==> src/rtl/bp_cfg_link_pkg.sv <==
// Shared config-link types: sequencer states, boot register map and the write payload struct.
// The e_ucode state exists only when BP_CFG_UCODE_LOAD_EN is defined.
package bp_cfg_link_pkg;

  typedef enum logic [3:0] {
    e_idle,
    e_freeze,
    e_core_id,
    e_icache,
    e_dcache,
    e_cce_mode,
`ifdef BP_CFG_UCODE_LOAD_EN
    e_ucode,
`endif
    e_unfreeze,
    e_done
  } bp_cfg_state_e;

  localparam logic [15:0] bp_cfg_reg_freeze_gp      = 16'h0002;
  localparam logic [15:0] bp_cfg_reg_core_id_gp     = 16'h0004;
  localparam logic [15:0] bp_cfg_reg_icache_mode_gp = 16'h0010;
  localparam logic [15:0] bp_cfg_reg_dcache_mode_gp = 16'h0011;
  localparam logic [15:0] bp_cfg_reg_cce_mode_gp    = 16'h0020;
  localparam logic [15:0] bp_cfg_mem_ucode_base_gp  = 16'h8000;

  // Widest payload; the top resizes to its configured link widths.
  typedef struct packed {
    logic [3:0]  core_id;
    logic [15:0] addr;
    logic [63:0] data;
  } bp_cfg_link_s;

endpackage

==> src/rtl/bp_cfg_write_gen.sv <==
// Combinational decode of sequencer state and counters into the current config write.
// With BP_CFG_UCODE_LOAD_EN, also maps the microcode word index onto the ucode window.
module bp_cfg_write_gen
  import bp_cfg_link_pkg::*;
#(
  parameter int unsigned icache_mode_p  = 1,
  parameter int unsigned dcache_mode_p  = 1,
  parameter int unsigned cce_mode_p     = 1,
  parameter int unsigned lg_ucode_els_p = 8
) (
  input  bp_cfg_state_e             state_i,
  input  logic [3:0]                core_i,
`ifdef BP_CFG_UCODE_LOAD_EN
  input  logic [lg_ucode_els_p-1:0] word_i,
  input  logic [63:0]               ucode_data_i,
`endif
  output bp_cfg_link_s              link_o
);

  always_comb begin
    link_o = '0;
    unique case (state_i)
      e_freeze: begin
        link_o.core_id = core_i;
        link_o.addr    = bp_cfg_reg_freeze_gp;
        link_o.data    = 64'd1;
      end
      e_core_id: begin
        link_o.core_id = core_i;
        link_o.addr    = bp_cfg_reg_core_id_gp;
        link_o.data    = 64'(core_i);
      end
      e_icache: begin
        link_o.core_id = core_i;
        link_o.addr    = bp_cfg_reg_icache_mode_gp;
        link_o.data    = 64'(icache_mode_p);
      end
      e_dcache: begin
        link_o.core_id = core_i;
        link_o.addr    = bp_cfg_reg_dcache_mode_gp;
        link_o.data    = 64'(dcache_mode_p);
      end
      e_cce_mode: begin
        link_o.core_id = core_i;
        link_o.addr    = bp_cfg_reg_cce_mode_gp;
        link_o.data    = 64'(cce_mode_p);
      end
`ifdef BP_CFG_UCODE_LOAD_EN
      e_ucode: begin
        link_o.core_id = core_i;
        link_o.addr    = bp_cfg_mem_ucode_base_gp + 16'(word_i);
        link_o.data    = ucode_data_i;
      end
`endif
      e_unfreeze: begin
        link_o.core_id = core_i;
        link_o.addr    = bp_cfg_reg_freeze_gp;
        link_o.data    = 64'd0;
      end
      default: ;
    endcase
  end

endmodule

==> src/rtl/bp_cfg_boot_sequencer.sv <==
// Post-reset config master: per-core boot writes (freeze, id, cache/CCE modes), then unfreeze all.
// Define BP_CFG_UCODE_LOAD_EN to also stream CCE microcode per core from a sync-read ROM.
module bp_cfg_boot_sequencer
  import bp_cfg_link_pkg::*;
#(
  parameter int unsigned num_core_p       = 1,
  parameter int unsigned cfg_addr_width_p = 16,
  parameter int unsigned cfg_data_width_p = 32,
  parameter int unsigned icache_mode_p    = 1,
  parameter int unsigned dcache_mode_p    = 1,
  parameter int unsigned cce_mode_p       = 1,
  parameter int unsigned ucode_els_p      = 256
) (
  input  logic                          clk_i,
  input  logic                          reset_n_i,
  input  logic                          start_i,
  output logic                          cfg_v_o,
  input  logic                          cfg_ready_i,
  output logic [3:0]                    cfg_core_id_o,
  output logic [cfg_addr_width_p-1:0]   cfg_addr_o,
  output logic [cfg_data_width_p-1:0]   cfg_data_o,
`ifdef BP_CFG_UCODE_LOAD_EN
  output logic [$clog2(ucode_els_p)-1:0] ucode_addr_o,
  input  logic [63:0]                   ucode_data_i,
`endif
  output logic                          busy_o,
  output logic                          done_o
);

  if (num_core_p < 1 || num_core_p > 16) begin : g_bad_num_core
    $error("bp_cfg_boot_sequencer: num_core_p must be in 1..16");
  end

  localparam logic [3:0]  last_core_lp    = 4'(num_core_p - 1);
  localparam int unsigned lg_ucode_els_lp = $clog2(ucode_els_p);

  bp_cfg_state_e state_q, state_d;
  logic [3:0]    core_q, core_d;
  logic          xfer;
  logic          per_core_end;
  bp_cfg_link_s  link;

`ifdef BP_CFG_UCODE_LOAD_EN
  localparam logic [lg_ucode_els_lp-1:0] last_word_lp = lg_ucode_els_lp'(ucode_els_p - 1);
  logic [lg_ucode_els_lp-1:0] word_q, word_d;

  // ROM has one cycle of read latency, so present the next index ahead of the transfer.
  assign ucode_addr_o = word_d;
`endif

  assign cfg_v_o = (state_q != e_idle) && (state_q != e_done);
  assign busy_o  = cfg_v_o;
  assign done_o  = (state_q == e_done);
  assign xfer    = cfg_v_o & cfg_ready_i;

  always_comb begin
    state_d      = state_q;
    core_d       = core_q;
    per_core_end = 1'b0;
`ifdef BP_CFG_UCODE_LOAD_EN
    word_d       = word_q;
`endif
    unique case (state_q)
      e_idle: begin
        if (start_i) begin
          state_d = e_freeze;
          core_d  = '0;
        end
      end
      e_freeze:  if (xfer) state_d = e_core_id;
      e_core_id: if (xfer) state_d = e_icache;
      e_icache:  if (xfer) state_d = e_dcache;
      e_dcache:  if (xfer) state_d = e_cce_mode;
      e_cce_mode: begin
        if (xfer) begin
`ifdef BP_CFG_UCODE_LOAD_EN
          state_d = e_ucode;
          word_d  = '0;
`else
          per_core_end = 1'b1;
`endif
        end
      end
`ifdef BP_CFG_UCODE_LOAD_EN
      e_ucode: begin
        if (xfer) begin
          if (word_q == last_word_lp) begin
            word_d       = '0;
            per_core_end = 1'b1;
          end else begin
            word_d = word_q + lg_ucode_els_lp'(1);
          end
        end
      end
`endif
      e_unfreeze: begin
        if (xfer) begin
          if (core_q == last_core_lp) begin
            state_d = e_done;
            core_d  = '0;
          end else begin
            core_d = core_q + 4'd1;
          end
        end
      end
      e_done:  ;
      default: state_d = e_idle;
    endcase

    if (per_core_end) begin
      if (core_q == last_core_lp) begin
        state_d = e_unfreeze;
        core_d  = '0;
      end else begin
        state_d = e_freeze;
        core_d  = core_q + 4'd1;
      end
    end
  end

  always_ff @(posedge clk_i or negedge reset_n_i) begin
    if (!reset_n_i) begin
      state_q <= e_idle;
      core_q  <= '0;
`ifdef BP_CFG_UCODE_LOAD_EN
      word_q  <= '0;
`endif
    end else begin
      state_q <= state_d;
      core_q  <= core_d;
`ifdef BP_CFG_UCODE_LOAD_EN
      word_q  <= word_d;
`endif
    end
  end

  bp_cfg_write_gen #(
    .icache_mode_p  (icache_mode_p),
    .dcache_mode_p  (dcache_mode_p),
    .cce_mode_p     (cce_mode_p),
    .lg_ucode_els_p (lg_ucode_els_lp)
  ) u_write_gen (
    .state_i      (state_q),
    .core_i       (core_q),
`ifdef BP_CFG_UCODE_LOAD_EN
    .word_i       (word_q),
    .ucode_data_i (ucode_data_i),
`endif
    .link_o       (link)
  );

  assign cfg_core_id_o = link.core_id;
  assign cfg_addr_o    = cfg_addr_width_p'(link.addr);
  assign cfg_data_o    = cfg_data_width_p'(link.data);

endmodule

==> config.mk <==
export PLATFORM = sky130hd
export DESIGN_NAME = bp_cfg_boot_sequencer
export DESIGN_NICKNAME = d
export VERILOG_FILES = /design/src/rtl/bp_cfg_link_pkg.sv /design/src/rtl/bp_cfg_write_gen.sv /design/src/rtl/bp_cfg_boot_sequencer.sv
export SDC_FILE = /design/constraint.sdc
export NUM_CORES = 1
export LEC_CHECK = 0
export ABC_AREA = 1
export BUFFER_PORTS_ARGS = -buffer_cell sky130_fd_sc_hd__buf_2
export CORE_ASPECT_RATIO = 0.75
export CORE_MARGIN = 1.5
export CORE_UTILIZATION = 44
export DETAILED_ROUTE_END_ITERATION = 12
export PLACE_DENSITY_LB_ADDON = 0.05
export SKIP_LAST_GASP = 1
export SYNTH_ARGS = -nofsm -noshare
export SYNTH_HDL_FRONTEND = slang
export SYNTH_SLANG_ARGS = --single-unit
export TNS_END_PERCENT = 5
==> constraint.sdc <==
create_clock -name clk_i -period 1.85 [get_ports clk_i]
set_clock_uncertainty 0.1 [all_clocks]
set_input_delay 0.555 -clock clk_i [delete_from_list [all_inputs] [get_ports clk_i]]
set_output_delay 0.555 -clock clk_i [all_outputs]
set_load 0.1 [all_outputs]
## After elaboration in Yosys (flattened, before gate mapping)

Cells that the tools add are included.

- Register bits after elaboration: 8
- Output and inout port bits: 55
- Bits of input ports: 4
- Word-level logic and storage cells: 46

- Reduce and logical (&&, ||, !) cells: 8
- Bitwise gates (word level): 1
- Equal/unequal tests: 16
- Add/sub/neg operators: 1
- Muxes and demuxes: 18

Operator list:

| cell | number |
|---|---|
| 84-bit case mux with 6 select lines | 1 |
| 4-bit two-way mux | 12 |
| 4-bit case mux with 7 select lines | 1 |
| 3-bit != test, second input constant | 7 |
| 4-bit by 3-bit == test with 1-bit output, second input constant | 4 |
| 4-bit by 2-bit == test with 1-bit output, second input constant | 2 |
| 4-bit logical NOT | 2 |
| 4-bit case mux with 2 select lines | 1 |
| 8-bit AND reduction | 1 |
| 4-bit by 1-bit adder with 4-bit output, second input constant | 1 |
| 4-bit by 1-bit == test with 1-bit output, second input constant | 1 |
| 4-bit by 3-bit != test with 1-bit output, second input constant | 1 |
| 4-bit nonzero test | 1 |
| 3-bit two-way mux | 1 |
| 3-bit AND reduction | 1 |
| 3-bit nonzero test | 1 |
| 1-bit two-way mux | 2 |
| 2-bit by 1-bit != test with 1-bit output, second input constant | 1 |
| 2-bit OR reduction | 1 |
| 1-bit AND | 1 |
| 1-bit logical AND | 1 |

## Depth between registers and ports, before layout

- Depth after elaboration: 7
- Gate-level depth with buffers: 8
- Gate-level depth less buffers: 8

## Cells and area by module

Synthesis repeated with hierarchy kept, for this count alone.

- Cells, all modules: 204
- Area total of the unflattened synthesis: 1,402.6 µm²

By module, submodules not included:

| module | times used | area an instance (µm²) | seq. area each (µm²) | cells each |
|---|---|---|---|---|
| bp_cfg_write_gen | 1 | 730.7 | 0.0 | 108 |
| bp_cfg_boot_sequencer | 1 | 671.9 | 175.2 | 96 |

## Worst setup path before layout

Ideal clock, no wire load.

- Path kind: flip-flop to output port
- From: register state_q[0]
- To: output cfg_data_o[0]
- Arrival: 3.621 ns
- Buffers on the path: 1
- Data required time: 1.195 ns
- Stages on the path, launching flop included: 7
- Setup slack: -2.426 ns
- Path through: dfrtp_1 -> buf_6 -> inv_2 -> nand2_1 -> nor2_1 -> inv_1 -> o21ai_1

- Cells in the longest elaborated chain, start to end: 2
- Elaborated cells between the ends (all ways): 7
- Those cells by class: eq/ne: 6; mux: 1

RTL lines:

| item | line | text |
|---|---|---|
| start: declaration | bp_cfg_boot_sequencer.sv:37 | `bp_cfg_state_e state_q, state_d;` |
| start signal: assignment | bp_cfg_boot_sequencer.sv:123 | `state_q <= e_idle;` |
| start signal: assignment | bp_cfg_boot_sequencer.sv:129 | `state_q <= state_d;` |
| 4-bit by 3-bit == test with 1-bit output (tied with other cells) | bp_cfg_write_gen.sv:22 | `unique case (state_i)` |
| 84-bit case mux with 6 select lines (*) | bp_cfg_write_gen.sv:22 |  |
| end: declaration | bp_cfg_boot_sequencer.sv:21 | `output logic [cfg_data_width_p-1:0] cfg_data_o,` |

Every way passes the cells marked *; elsewhere a longest branch is shown, timed or not.

## Worst setup path after layout

- From: register state_q[2]
- To: output cfg_data_o[0]

The elaborated chain is that of the path after synthesis.

==> flow_summary.ini <==
[layout]
synthToLayoutAreaGrowth_pct = 39.75
fin_area_um2 = 1416
drive_gt1_share_pct = 36.67
fin_nets = 187
antenna_cells = 0

[floorplanning]
core_area_um2 = 2085
rows = 14
start_util_pct = 48.62
ios = 59
fp.dieArea_um2 = 2603
die_w_um = 58.42
die_h_um = 44.57

[synthesis]
yosys_register_bits = 7
yosysSeqAreaShare_pct = 17.28
synth_area_um2 = 1013
yosysUniqueCellTypes = 23
yosys_warnings = 0
netlist_instances = 144
avgSynthCellArea_um2 = 7.038

[drt]
firstDrtPassIters = 4
drc = 0
viasPerCell = 4.270
postRouteAntennaNets = 0
totalWireLength_mm = 2.117
routedWlPerCell_um = 10.38
dr_total_vias = 871
drt_iter0_drc = 27

[setup_path]
crit_buf_inv = 3
crit_cells = 5
r2r-start = core_q[0]$_DFFE_PN0P_
crit_fanout = 5
end_kind = primary output
critPathArrivalTime_ns = 1.54
max_stage_delay_ns = 0.45
slowest_stage = dfrtp_1
path_cells = buf_4 > nor2_4 > inv_1 > o21ai_4 > buf_12
r2r_slack_ns = 0.32
reg2regPathDepth = 8
crit_end = cfg_data_o[0]
rr_endpoint = state_q[0]$_DFFE_PN0P_
critPathTopFamily = buffers and inverters
required_ns = 1.19
critPathLaunchType = flip-flop
worstSetupStartpoint = state_q[2]$_DFFE_PN0P_
critical_path_class = flip-flop to primary output

[min_path]
worstHoldPathType = primary input to asynchronous set/reset pin

[placed_design]
place_area_um2 = 1389
port_buffers = 19
place.gp.congestion = 0.8404
place_ws_ns = -0.09936
dpl.hpwl_mm = 1.897

[grt]
grt_max_degree = 9
grt-ovfl-total = 0
grt_pass1_vias = 748
use_met2_pct = 26.29
grt_pass1_wl_mm = 3.374
track_usage_pct = 16.77
antenna_found_initial = 0
gr-max-usage-layer = met2
met3_usage_pct = 1.170
met1_usage_pct = 24.42

[timing]
setup_ws_ns = -0.3444
hold_viol_final = 0
post-route-period-util_pct = 118.6
setup_violations = 16
slew_viol_final = 0
fmax_ghz = 0.4557
rsz0062_at_grt = yes
finalCriticalPeriod_ns = 2.194

[clock_network]
cts_max_level = 1
cts_tree = done
clkSinkCount = 7
root_buffer = clkbuf_4
ctsHoldBuffers = 0
clock_latency_ns = 0.25
clk_pin_slew_worst_paths_ns = 0.05
clk_path_buf_depth = 2
cts_made_buffers = 3

[run_status]
status = complete, but fails checks
violations = negative setup slack

[flow_run]
max_cap_violations = 0
[cells by family (layout without fill, tap and decap cells)]
group                    Yosys count  in the layout  share of synthesized area (%)
other                              1             39                         0.3700
flip-flops                         7              7                          17.28
adder cells (fa/ha/maj)            2              2                          2.469
AND/OR/NAND/NOR                   64             64                          34.57
AO/OA/AOI/OAI                      7              7                          4.196
XOR/XNOR                           1              1                         0.8644
buffers and inverters             62             60                          40.25
[repair_timing]
| action | CTS | global route |
|---|---|---|
| setup buffers | 0 | 0 |
| endpoints found under the hold margin | 0 | 0 |
| setup endpoints to repair | 16 | 16 |
| pin swaps | 0 | 0 |
| resized for setup | 1 | 0 |
[through the flow]
stage	TNS (ns)	hold slack [ns]	util [%]	std cells
final	-3.967	0.03208	67.95	204
after global routing	-5.057	0.03252	67.95	204
after global placement	-0.3878	0.3006	66.63	200
after floorplan	-8.038	0.1594	-	182
after detailed placement	-0.6374	0.3037	66.63	200
after CTS	-4.171	0.02710	67.95	204
[sequential cells by signal (all words and copies together), names as in the netlist]
name	count
core_q	4
state_q	3
[how the worst min path moves through the flow]
| stage | slack (ns) | depth (start not counted) | endpoint | from |
|---|---|---|---|---|
| 6_report | 0.03 | 1 | core_q[3]$_DFFE_PN0P_ | reset_n_i |
| 5_1_grt | 0.03 | 1 | core_q[3]$_DFFE_PN0P_ | reset_n_i |
| 4_1_cts | 0.03 | 1 | core_q[3]$_DFFE_PN0P_ | reset_n_i |
| 3_5_place_dp | 0.30 | 1 | core_q[0]$_DFFE_PN0P_ | reset_n_i |
| 3_3_place_gp | 0.30 | 1 | core_q[0]$_DFFE_PN0P_ | reset_n_i |
| 2_1_floorplan | 0.16 | 0 | core_q[0]$_DFFE_PN0P_ | reset_n_i |
[layer usage]
layer  wire, um  vias up
met2        959       46
met1       1013      383
met5          0        -
met4         26        0
met3        118        5
li1           -      437
[area by class of cell]
type | count | area (um^2)
Clock buffer | 4 | 26.28
Fill cell | 188 | 668.1
Inverter | 19 | 73.82
Multi-Input combinational cell | 113 | 614.3
Sequential cell | 7 | 176.4
Tap cell | 24 | 30.03
Timing Repair Buffer | 37 | 495.5
[synthesized netlist by cell type]
cell type	count	area, um^2
nand3_1	9	45.04
ha_1	2	25.02
o21ai_1	1	5.000
o21ai_2	2	17.52
nor2_2	1	6.260
nor2_1	9	33.78
nand2_2	3	18.77
dfrtp_1	7	175.2
nor2_4	2	22.52
inv_1	16	60.06
conb_1	1	3.750
inv_2	2	7.510
nand4_1	2	12.51
nand2_1	29	108.9
buf_4	40	300.3
xor2_1	1	8.760
nand4_4	1	21.27
nand2_4	1	11.26
inv_4	1	6.260
nand3_2	7	70.07
a21oi_1	3	15.01
buf_6	3	33.78
o21ai_0	1	5.000
[placed cells by master (no fill, tap or decap), drive strengths merged, types with 3 or more instances in the layout]
cell type,synthesis,layout
nand4,3,3
dfrtp,7,7
nand3,16,16
a21oi,3,3
nor2,12,12
o21ai,4,4
inv,19,19
clkbuf,0,4
nand2,33,33
conb,1,39
buf,43,37
Power is left out: the tool's default activity adds up to more than one toggle a clock period on the data nets, which glitch-free logic cannot reach.
